**src/rtl/snake_move_scheduler.sv**
```systemverilog
// Snake move scheduler: button sync/edge detect, IDLE/RUN/DEAD FSM, 2-entry direction queue, move timer.
// Optional macro SNAKE_SPEEDUP_EN: shorten the move period on each fruit eaten.
module snake_move_scheduler #(
  parameter int unsigned MOVE_PERIOD = 5_000_000,
  parameter int unsigned MIN_PERIOD  = 1_000_000,
  parameter int unsigned SPEED_STEP  = 250_000,
  parameter int unsigned DEAD_HOLD   = 50_000_000,
  parameter int unsigned CNT_W       = 26
) (
  input  logic       uclk,
  input  logic       rst,
  input  logic       BtnTop,
  input  logic       BtnBottom,
  input  logic       BtnLeft,
  input  logic       BtnRight,
  input  logic       comer,
  input  logic       game_reset,
  output logic       mover,
  output logic [2:0] accion,
  output logic [1:0] state,
  output logic [7:0] eat_count
);

  typedef enum logic [1:0] {ST_IDLE = 2'd0, ST_RUN = 2'd1, ST_DEAD = 2'd2} state_t;

  localparam logic [2:0] DIR_NONE  = 3'd0;
  localparam logic [2:0] DIR_UP    = 3'd1;
  localparam logic [2:0] DIR_DOWN  = 3'd2;
  localparam logic [2:0] DIR_LEFT  = 3'd3;
  localparam logic [2:0] DIR_RIGHT = 3'd4;

  localparam logic [CNT_W-1:0] MOVE_P  = CNT_W'(MOVE_PERIOD);
  localparam logic [CNT_W-1:0] MIN_P   = CNT_W'(MIN_PERIOD);
  localparam logic [CNT_W:0]   STEP_W  = (CNT_W+1)'(SPEED_STEP);
  localparam logic [CNT_W-1:0] HOLD_M1 = CNT_W'(DEAD_HOLD - 1);
  localparam logic [CNT_W-1:0] CNT_ONE = CNT_W'(1);

`ifdef SNAKE_SPEEDUP_EN
  localparam bit SPEEDUP_EN = 1'b1;
`else
  localparam bit SPEEDUP_EN = 1'b0;
`endif

  function automatic logic is_opposite(input logic [2:0] a, input logic [2:0] b);
    case (a)
      DIR_UP:    return b == DIR_DOWN;
      DIR_DOWN:  return b == DIR_UP;
      DIR_LEFT:  return b == DIR_RIGHT;
      DIR_RIGHT: return b == DIR_LEFT;
      default:   return 1'b0;
    endcase
  endfunction

  // Bit 3..0 = Top, Bottom, Left, Right
  logic [3:0]       sync1_q, sync2_q, sync3_q, rise_q;
  state_t           state_q;
  logic             mover_q, comer_q;
  logic [2:0]       accion_q, q0_q, q1_q;
  logic [1:0]       qcnt_q;
  logic [7:0]       eat_q;
  logic [CNT_W-1:0] period_q, tick_q, hold_q;

  logic [2:0]       cand_s, ref_s;
  logic             push_s, tick_hit_s, pop_s, comer_rise_s;
  logic [CNT_W:0]   period_wide_s;
  logic [CNT_W-1:0] period_dec_s;

  // Two-flop synchronizer, then a registered rising-edge detect per button
  always_ff @(posedge uclk) begin
    if (rst) begin
      sync1_q <= 4'd0;
      sync2_q <= 4'd0;
      sync3_q <= 4'd0;
      rise_q  <= 4'd0;
    end else begin
      sync1_q <= {BtnTop, BtnBottom, BtnLeft, BtnRight};
      sync2_q <= sync1_q;
      sync3_q <= sync2_q;
      rise_q  <= sync2_q & ~sync3_q;
    end
  end

  // Candidate selection, queue acceptance, tick compare and next speed-up period
  always_comb begin
    cand_s = DIR_NONE;
    if (rise_q[3])      cand_s = DIR_UP;
    else if (rise_q[2]) cand_s = DIR_DOWN;
    else if (rise_q[1]) cand_s = DIR_LEFT;
    else if (rise_q[0]) cand_s = DIR_RIGHT;
    else                cand_s = DIR_NONE;

    if (qcnt_q == 2'd2)      ref_s = q1_q;
    else if (qcnt_q == 2'd1) ref_s = q0_q;
    else                     ref_s = accion_q;

    push_s = (cand_s != DIR_NONE) && (qcnt_q != 2'd2) &&
             (cand_s != ref_s) && !is_opposite(cand_s, ref_s);
    tick_hit_s   = tick_q >= (period_q - CNT_ONE);
    pop_s        = tick_hit_s && (qcnt_q != 2'd0);
    comer_rise_s = comer & ~comer_q;

    period_wide_s = {1'b0, period_q} - STEP_W;
    if (period_wide_s[CNT_W] || (period_wide_s[CNT_W-1:0] < MIN_P)) period_dec_s = MIN_P;
    else                                                            period_dec_s = period_wide_s[CNT_W-1:0];
  end

  // Game-state FSM with queue, move timer, speed-up and registered outputs
  always_ff @(posedge uclk) begin
    if (rst) begin
      state_q  <= ST_IDLE;
      mover_q  <= 1'b0;
      accion_q <= DIR_NONE;
      eat_q    <= 8'd0;
      period_q <= MOVE_P;
      tick_q   <= '0;
      hold_q   <= '0;
      q0_q     <= DIR_NONE;
      q1_q     <= DIR_NONE;
      qcnt_q   <= 2'd0;
      comer_q  <= 1'b0;
    end else begin
      comer_q <= comer;
      mover_q <= 1'b0;
      case (state_q)
        ST_IDLE: begin
          if (cand_s != DIR_NONE) begin
            state_q  <= ST_RUN;
            accion_q <= cand_s;
            tick_q   <= '0;
            qcnt_q   <= 2'd0;
            eat_q    <= 8'd0;
          end
        end
        ST_RUN: begin
          if (game_reset) begin
            state_q  <= ST_DEAD;
            qcnt_q   <= 2'd0;
            accion_q <= DIR_NONE;
            period_q <= MOVE_P;
            tick_q   <= '0;
            hold_q   <= '0;
          end else begin
            if (tick_hit_s) begin
              tick_q  <= '0;
              mover_q <= 1'b1;
              if (pop_s) accion_q <= q0_q;
            end else begin
              tick_q <= tick_q + CNT_ONE;
            end
            // Push and pop together only happens with one entry queued
            if (pop_s && push_s) begin
              q0_q <= cand_s;
            end else if (pop_s) begin
              q0_q   <= q1_q;
              qcnt_q <= qcnt_q - 2'd1;
            end else if (push_s) begin
              if (qcnt_q == 2'd0) q0_q <= cand_s;
              else                q1_q <= cand_s;
              qcnt_q <= qcnt_q + 2'd1;
            end
            if (comer_rise_s) begin
              if (eat_q != 8'hFF) eat_q <= eat_q + 8'd1;
              if (SPEEDUP_EN) period_q <= period_dec_s;
            end
          end
        end
        ST_DEAD: begin
          if (hold_q >= HOLD_M1) begin
            state_q <= ST_IDLE;
            hold_q  <= '0;
          end else begin
            hold_q <= hold_q + CNT_ONE;
          end
        end
        default: begin
          state_q  <= ST_IDLE;
          accion_q <= DIR_NONE;
          qcnt_q   <= 2'd0;
        end
      endcase
    end
  end

  assign mover     = mover_q;
  assign accion    = accion_q;
  assign state     = state_q;
  assign eat_count = eat_q;

endmodule

```
**config.mk**
```make
export PLATFORM = sky130hd
export DESIGN_NAME = snake_move_scheduler
export DESIGN_NICKNAME = d
export VERILOG_FILES = /design/src/rtl/snake_move_scheduler.sv
export SDC_FILE = /design/constraint.sdc
export NUM_CORES = 1
export LEC_CHECK = 0
export CAP_MARGIN = 40
export CORE_UTILIZATION = 45
export DETAILED_ROUTE_END_ITERATION = 6
export GPL_TIMING_DRIVEN = 1
export HOLD_SLACK_MARGIN = 0.15
export SLEW_MARGIN = 20
export SYNTH_ARGS = -nofsm -noshare
export SYNTH_HDL_FRONTEND = slang
export SYNTH_SLANG_ARGS = --single-unit
```
**constraint.sdc**
```tcl
create_clock -name uclk -period 3.3 [get_ports uclk]
set_clock_uncertainty 0.05 [all_clocks]
set_input_delay 0.66 -clock uclk [delete_from_list [all_inputs] [get_ports uclk]]
set_output_delay 0.66 -clock uclk [all_outputs]
set_load 0.01 [all_outputs]
```
* Word-level counts from Yosys, hierarchy flattened
Index checks and enable logic that the tools add are counted.
** Cells by class
- $add $sub $neg :: 5
- Order comparisons :: 2
- Equality and inequality tests :: 25
- Muxes and demuxes :: 39
- Bitwise logic cells :: 10
- Reduce and logical (&&, ||, !) cells :: 23
** Operators by type and width (number)
- $mux W26 :: 5
- $pmux W26 S2 :: 2
- $add A26 B1 Y26 const B :: 2
- $mux W3 :: 14
- $mux W8 :: 4
- $ge A26 B23 Y1 const B :: 1
- $ge A26 B26 Y1 const B :: 1
- $mux W2 :: 8
- $pmux W8 S2 :: 1
- $ne A2 B2 Y1 const B :: 7
- $eq A3 B2 Y1 const B :: 4
- $pmux W2 S3 :: 2
- $reduce_and A4 Y1 :: 3
- $ne A3 B3 Y1 const B :: 3
- $pmux W3 S3 :: 1
- $reduce_bool A3 Y1 :: 3
- $add A8 B1 Y8 const B :: 1
- $ne A8 B8 Y1 const B :: 1
- $not A1 Y1 :: 7
- $eq A3 B1 Y1 const B :: 2
- $eq A3 B3 Y1 const B :: 2
- $reduce_and A6 Y1 :: 1
- $reduce_bool A2 Y1 :: 3
- $logic_and A1 B1 Y1 :: 5
- other kinds (17) :: 21
** Storage, ports and cells
- Flip-flop bits (word level) :: 91
- Bits of input ports :: 8
- Output and inout bits :: 14
- Logic and storage cells :: 118

* Depth between registers and ports, before layout
- Word-level depth :: 13
- Depth in mapped cells :: 9
- Depth with buffers taken out :: 9

* Worst setup path after synthesis
Ideal clock, no wire load.
- Path type :: flip-flop to flip-flop
- Start point :: register qcnt_q[1]
- End point :: register q0_q[0]
- Setup time :: 0.122 ns
- Arrival time :: 2.258 ns
- Required time :: 3.128 ns
- Path slack :: 0.870 ns
- Cell stages (with the launch flop) :: 10
- Buffers on the path :: 0
- Cell sequence :: dfxtp_1 -> inv_1 -> ha_1 -> mux2_2 -> mux2i_1 -> mux2_2 -> a32o_1 -> a211o_2 -> mux2i_1 -> o22ai_1
** Between the ends
- Word-level cells in the longest chain between the ends :: 10
- Elaborated cells on any way between the ends :: 24
** RTL lines
- from (decl) :: RTL line 59 : logic [1:0] qcnt_q;
- from (signal assigned) :: RTL line 155 : qcnt_q <= qcnt_q - 2'd1;
- from (signal assigned) :: RTL line 159 : qcnt_q <= qcnt_q + 2'd1;
- $eq A2 B1 Y1 :: RTL line 93 : else if (qcnt_q == 2'd1) ref_s = q0_q;
- $mux W3 :: RTL line 93
- $mux W3 :: RTL line 92 : if (qcnt_q == 2'd2) ref_s = q1_q;
- $eq A3 B2 Y1, or another cell as far along :: RTL line 49 : DIR_RIGHT: return b == DIR_LEFT;
- $pmux W1 S4 :: RTL line 45 : case (a)
- $logic_not A1 Y1 :: RTL line 97 : (cand_s != ref_s) && !is_opposite(cand_s, ref_s);
- $logic_and A1 B1 Y1 :: RTL line 97
- $logic_and A1 B1 Y1 :: RTL line 151 : if (pop_s && push_s) begin
- $reduce_bool A3 Y1 (no source line)
- $reduce_and A4 Y1 (no source line)
- to (signal assigned) :: RTL line 152 : q0_q <= cand_s;
- to (signal assigned) :: RTL line 154 : q0_q <= q1_q;
- to (signal assigned) :: RTL line 157 : if (qcnt_q == 2'd0) q0_q <= cand_s;
- to (decl) :: RTL line 58 : logic [2:0] accion_q, q0_q, q1_q;
Parallel ways exist; a longest one is shown, timed or not.
A chain may end at the register's enable or synchronous reset.

* Worst setup path after layout
- Start point :: register qcnt_q[1]
- End point :: register qcnt_q[1]
** Between the ends
- Word-level cells in the longest chain between the ends :: 10
- Elaborated cells on any way between the ends :: 28
** RTL lines (RTL line)
- $eq A2 B1 Y1 :: 93
- $mux W3 :: 93
- $mux W3 :: 92
- $eq A3 B2 Y1, or another cell as far along :: 49
- $pmux W1 S4 :: 45
- $logic_not A1 Y1 :: 97
- $logic_and A1 B1 Y1 :: 97
- $logic_and A1 B1 Y1 :: 151
- $ne A3 B3 Y1 (no source line)
- $reduce_and A4 Y1 (no source line)
Parallel ways exist; a longest one is shown, timed or not. The select of a mux whose other input is x is not followed.

==> impl_metrics.ini <==
[routing]
drt-initial-drc-count = 125
ant_nets = 0
firstDrtPassIters = 4
avgViaCountPerCell = 5.37
drc = 0
via_count = 3326
post_drt_wl_per_cell_um = 13.7
drt_wl_total_um = 8510

[global_routing]
grt_overflow = 0
grt_pass1_vias = 3135
grtUsageMet2_pct = 31.4
grt_busiest_layer = met2
use_met3_pct = 4.11
grt_pass1_wl_um = 14900
antenna_found_initial = 0
grt_usage_pct = 19.0
grt_max_degree = 27
globalRouteMet1Util_pct = 24.9

[synthesis]
synth_cell_types = 63
synth_area_um2 = 4220
synth_edf_count = 0
seq_area_frac_synth_pct = 43.1
syn_area_per_cell_um2 = 8.86
yosysWarnings = 0
synth_top_area_share_pct = 43.1
synth.most_common_cell = dfxtp_1
synth_area_leaders = dfxtp_1 (43%), xor2_1 (7.7%), nor2_1 (7.6%), xnor2_1 (3.7%), nor2b_1 (3.1%)
syn_nets = 491
async_reset_ff_share_pct = 0
ys.flop_type = dfxtp_1
synth_top_area_cell = dfxtp_1
synth_common_cells = dfxtp_1 (91), nor2_1 (85), xor2_1 (37), nand2_1 (32), nand3_1 (23)
syn_inst = 477
synth_seq_cells = 91

[critical_path]
path_depth = 9
reg2reg_depth = 9
crit_path_frequent_cell = a211oi_1
worstPathCellList = inv_1 > ha_1 > mux2_2 > mux2i_2 > o311ai_0 > a32o_1 > a211oi_1 > a211oi_1 > o31ai_1
cp_slowest_cell = mux2_2
path_buf_inv = 1
crit_path_end_kind = flop
crit_required_ps = 3520
start_kind = flop
crit_type = flop to flop
crit_fanout = 5
cpLargestDelayFamily = compound AO/OA/AOI/OAI gates
arrival_ps = 2890
max_stage_delay_ps = 360

[sta]
finalHoldViolCount = 0
tns_ps = 0
relSlewSlack_pct = 49.2
drv_slew = 0
setup_viol = 0
hold_ws_ps = 342
worstMarginPinSlew_ps = 755
min_period_ps = 2680
fmax_ghz = 0.374
period_share_pct = 81.1
rsz0062_at_grt = false

[clocking]
holdBufCountCts = 0
cts_sinks = 91
clk-insertion-delay-late_ps = 350
cts_root_buffer = clkbuf_8
cts_buffer_depth = 2
clk_pin_slew_ps = 90
cts_tree = built
cts_max_level = 3
cts_buffers = 9
cts_setup_buffers = 0
cts-resized-gates = 0

[pwr]
power_uw = 2070
irDropWorstVdd_v = 0.000228
internal-power_uw = 1560
seq_power_share_pct = 54.7
swShare_pct = 24.9
power.switching_uw = 515
cellPowerDensity_nw_per_um2 = 433
clkPwrFrac_pct = 36.6
p_comb_share_pct = 8.7
p_leak_uw = 0.00176

[hold_path]
hold_class = flop to flop
whs_path_depth = 1

[placed_design]
gp_congestion = 0.843
dp_hpwl_um = 6020
place_area_um2 = 4580
port_buffers = 21

[finish]
regArea_um2 = 1820
drive_gt1_share_pct = 8.02
nets = 520
antenna_cells = 0
final_cell_area_um2 = 4780
areaGrowthSynthToFinish_pct = 13.2
fillCellCount = 821
multiInputGateArea_um2 = 2320

[floorplan]
dieArea_um2 = 9780
start_util_pct = 47.5
dieHeight_um = 98.9
core-area_um2 = 8890
rows = 34
die_x_um = 98.9
io_pins = 22

[run_status]
status = complete, no violations

[job]
maxCapViolCount = 0
path summary, 6_finish.rpt:
path | start | slack [ps] | end
max | qcnt_q[1] | 620 | qcnt_q[1]
min | sync3_q[2] | 340 | rise_q[2]
max reg2reg | qcnt_q[1] | 620 | qcnt_q[1]
min reg2reg | sync3_q[2] | 340 | rise_q[2]
per-stage QoR:
stage / utilization (%) / setup WS, ps / cells
6_report: 53.8 / 624 / 619
3_5_place_dp: 51.5 / 612 / 603
5_1_grt: 53.8 / 307 / 619
4_1_cts: 53.8 / 634 / 619
3_3_place_gp: 51.5 / 626 / 603
2_1_floorplan: - / 870 / 477
cells by family (layout without fill, tap and decap cells):
logic type	Yosys count	after routing	synth area share, %
AND/OR/NAND/NOR	226	226	27.2
flip-flops	91	91	43.1
AO/OA/AOI/OAI	64	64	11.0
XOR/XNOR	55	55	11.4
buffers and inverters	21	55	2.01
multiplexers	14	14	3.50
adder cells (fa/ha/maj)	6	6	1.78
layout make-up:
class	count	area share, %
Tap cell	108	2.83
Clock buffer	10	2.88
Sequential cell	91	38.1
Clock inverter	6	1.33
Inverter	10	0.785
Timing Repair Buffer	29	5.65
Multi-Input combinational cell	365	48.4
flip-flops by register name (all words and copies together) (netlist names):
name,count
rise_q,4
q0_q,3
tick_q,26
eat_count,8
comer_q,1
state,2
sync2_q,4
sync3_q,4
q1_q,3
mover,1
sync1_q,4
accion,3
qcnt_q,2
hold_q,26
routing by layer:
metal	vias to the layer above	routed length, um
met1	1571	4200
met5	-	0
met2	32	4000
met4	0	95
li1	1715	-
met3	8	214
cell usage in the layout, fill, tap and decap left out, drive strengths merged, types with 11 or more instances in the layout:
master	netlist	layout
nor2b	21	21
and3	13	13
xnor2	18	18
nand2	33	33
nor3	11	11
mux2i	11	11
nand4	16	16
o21ai	16	16
dfxtp	91	91
xor2	37	37
nor2	85	85
nand3	23	23
a21oi	13	13
clkdlybuf4s50	0	21
power by group through the flow:
stage / Sequential (uW) / Combinational (uW) / Clock (uW)
floorplan: 1150 / 127 / 0
finish: 1130 / 181 / 759
global placement: 1160 / 180 / 0
CTS: 1130 / 183 / 795
global route: 1140 / 203 / 843
detailed placement: 1160 / 181 / 0
No activity file was read; power rests on OpenSTA's default activity.
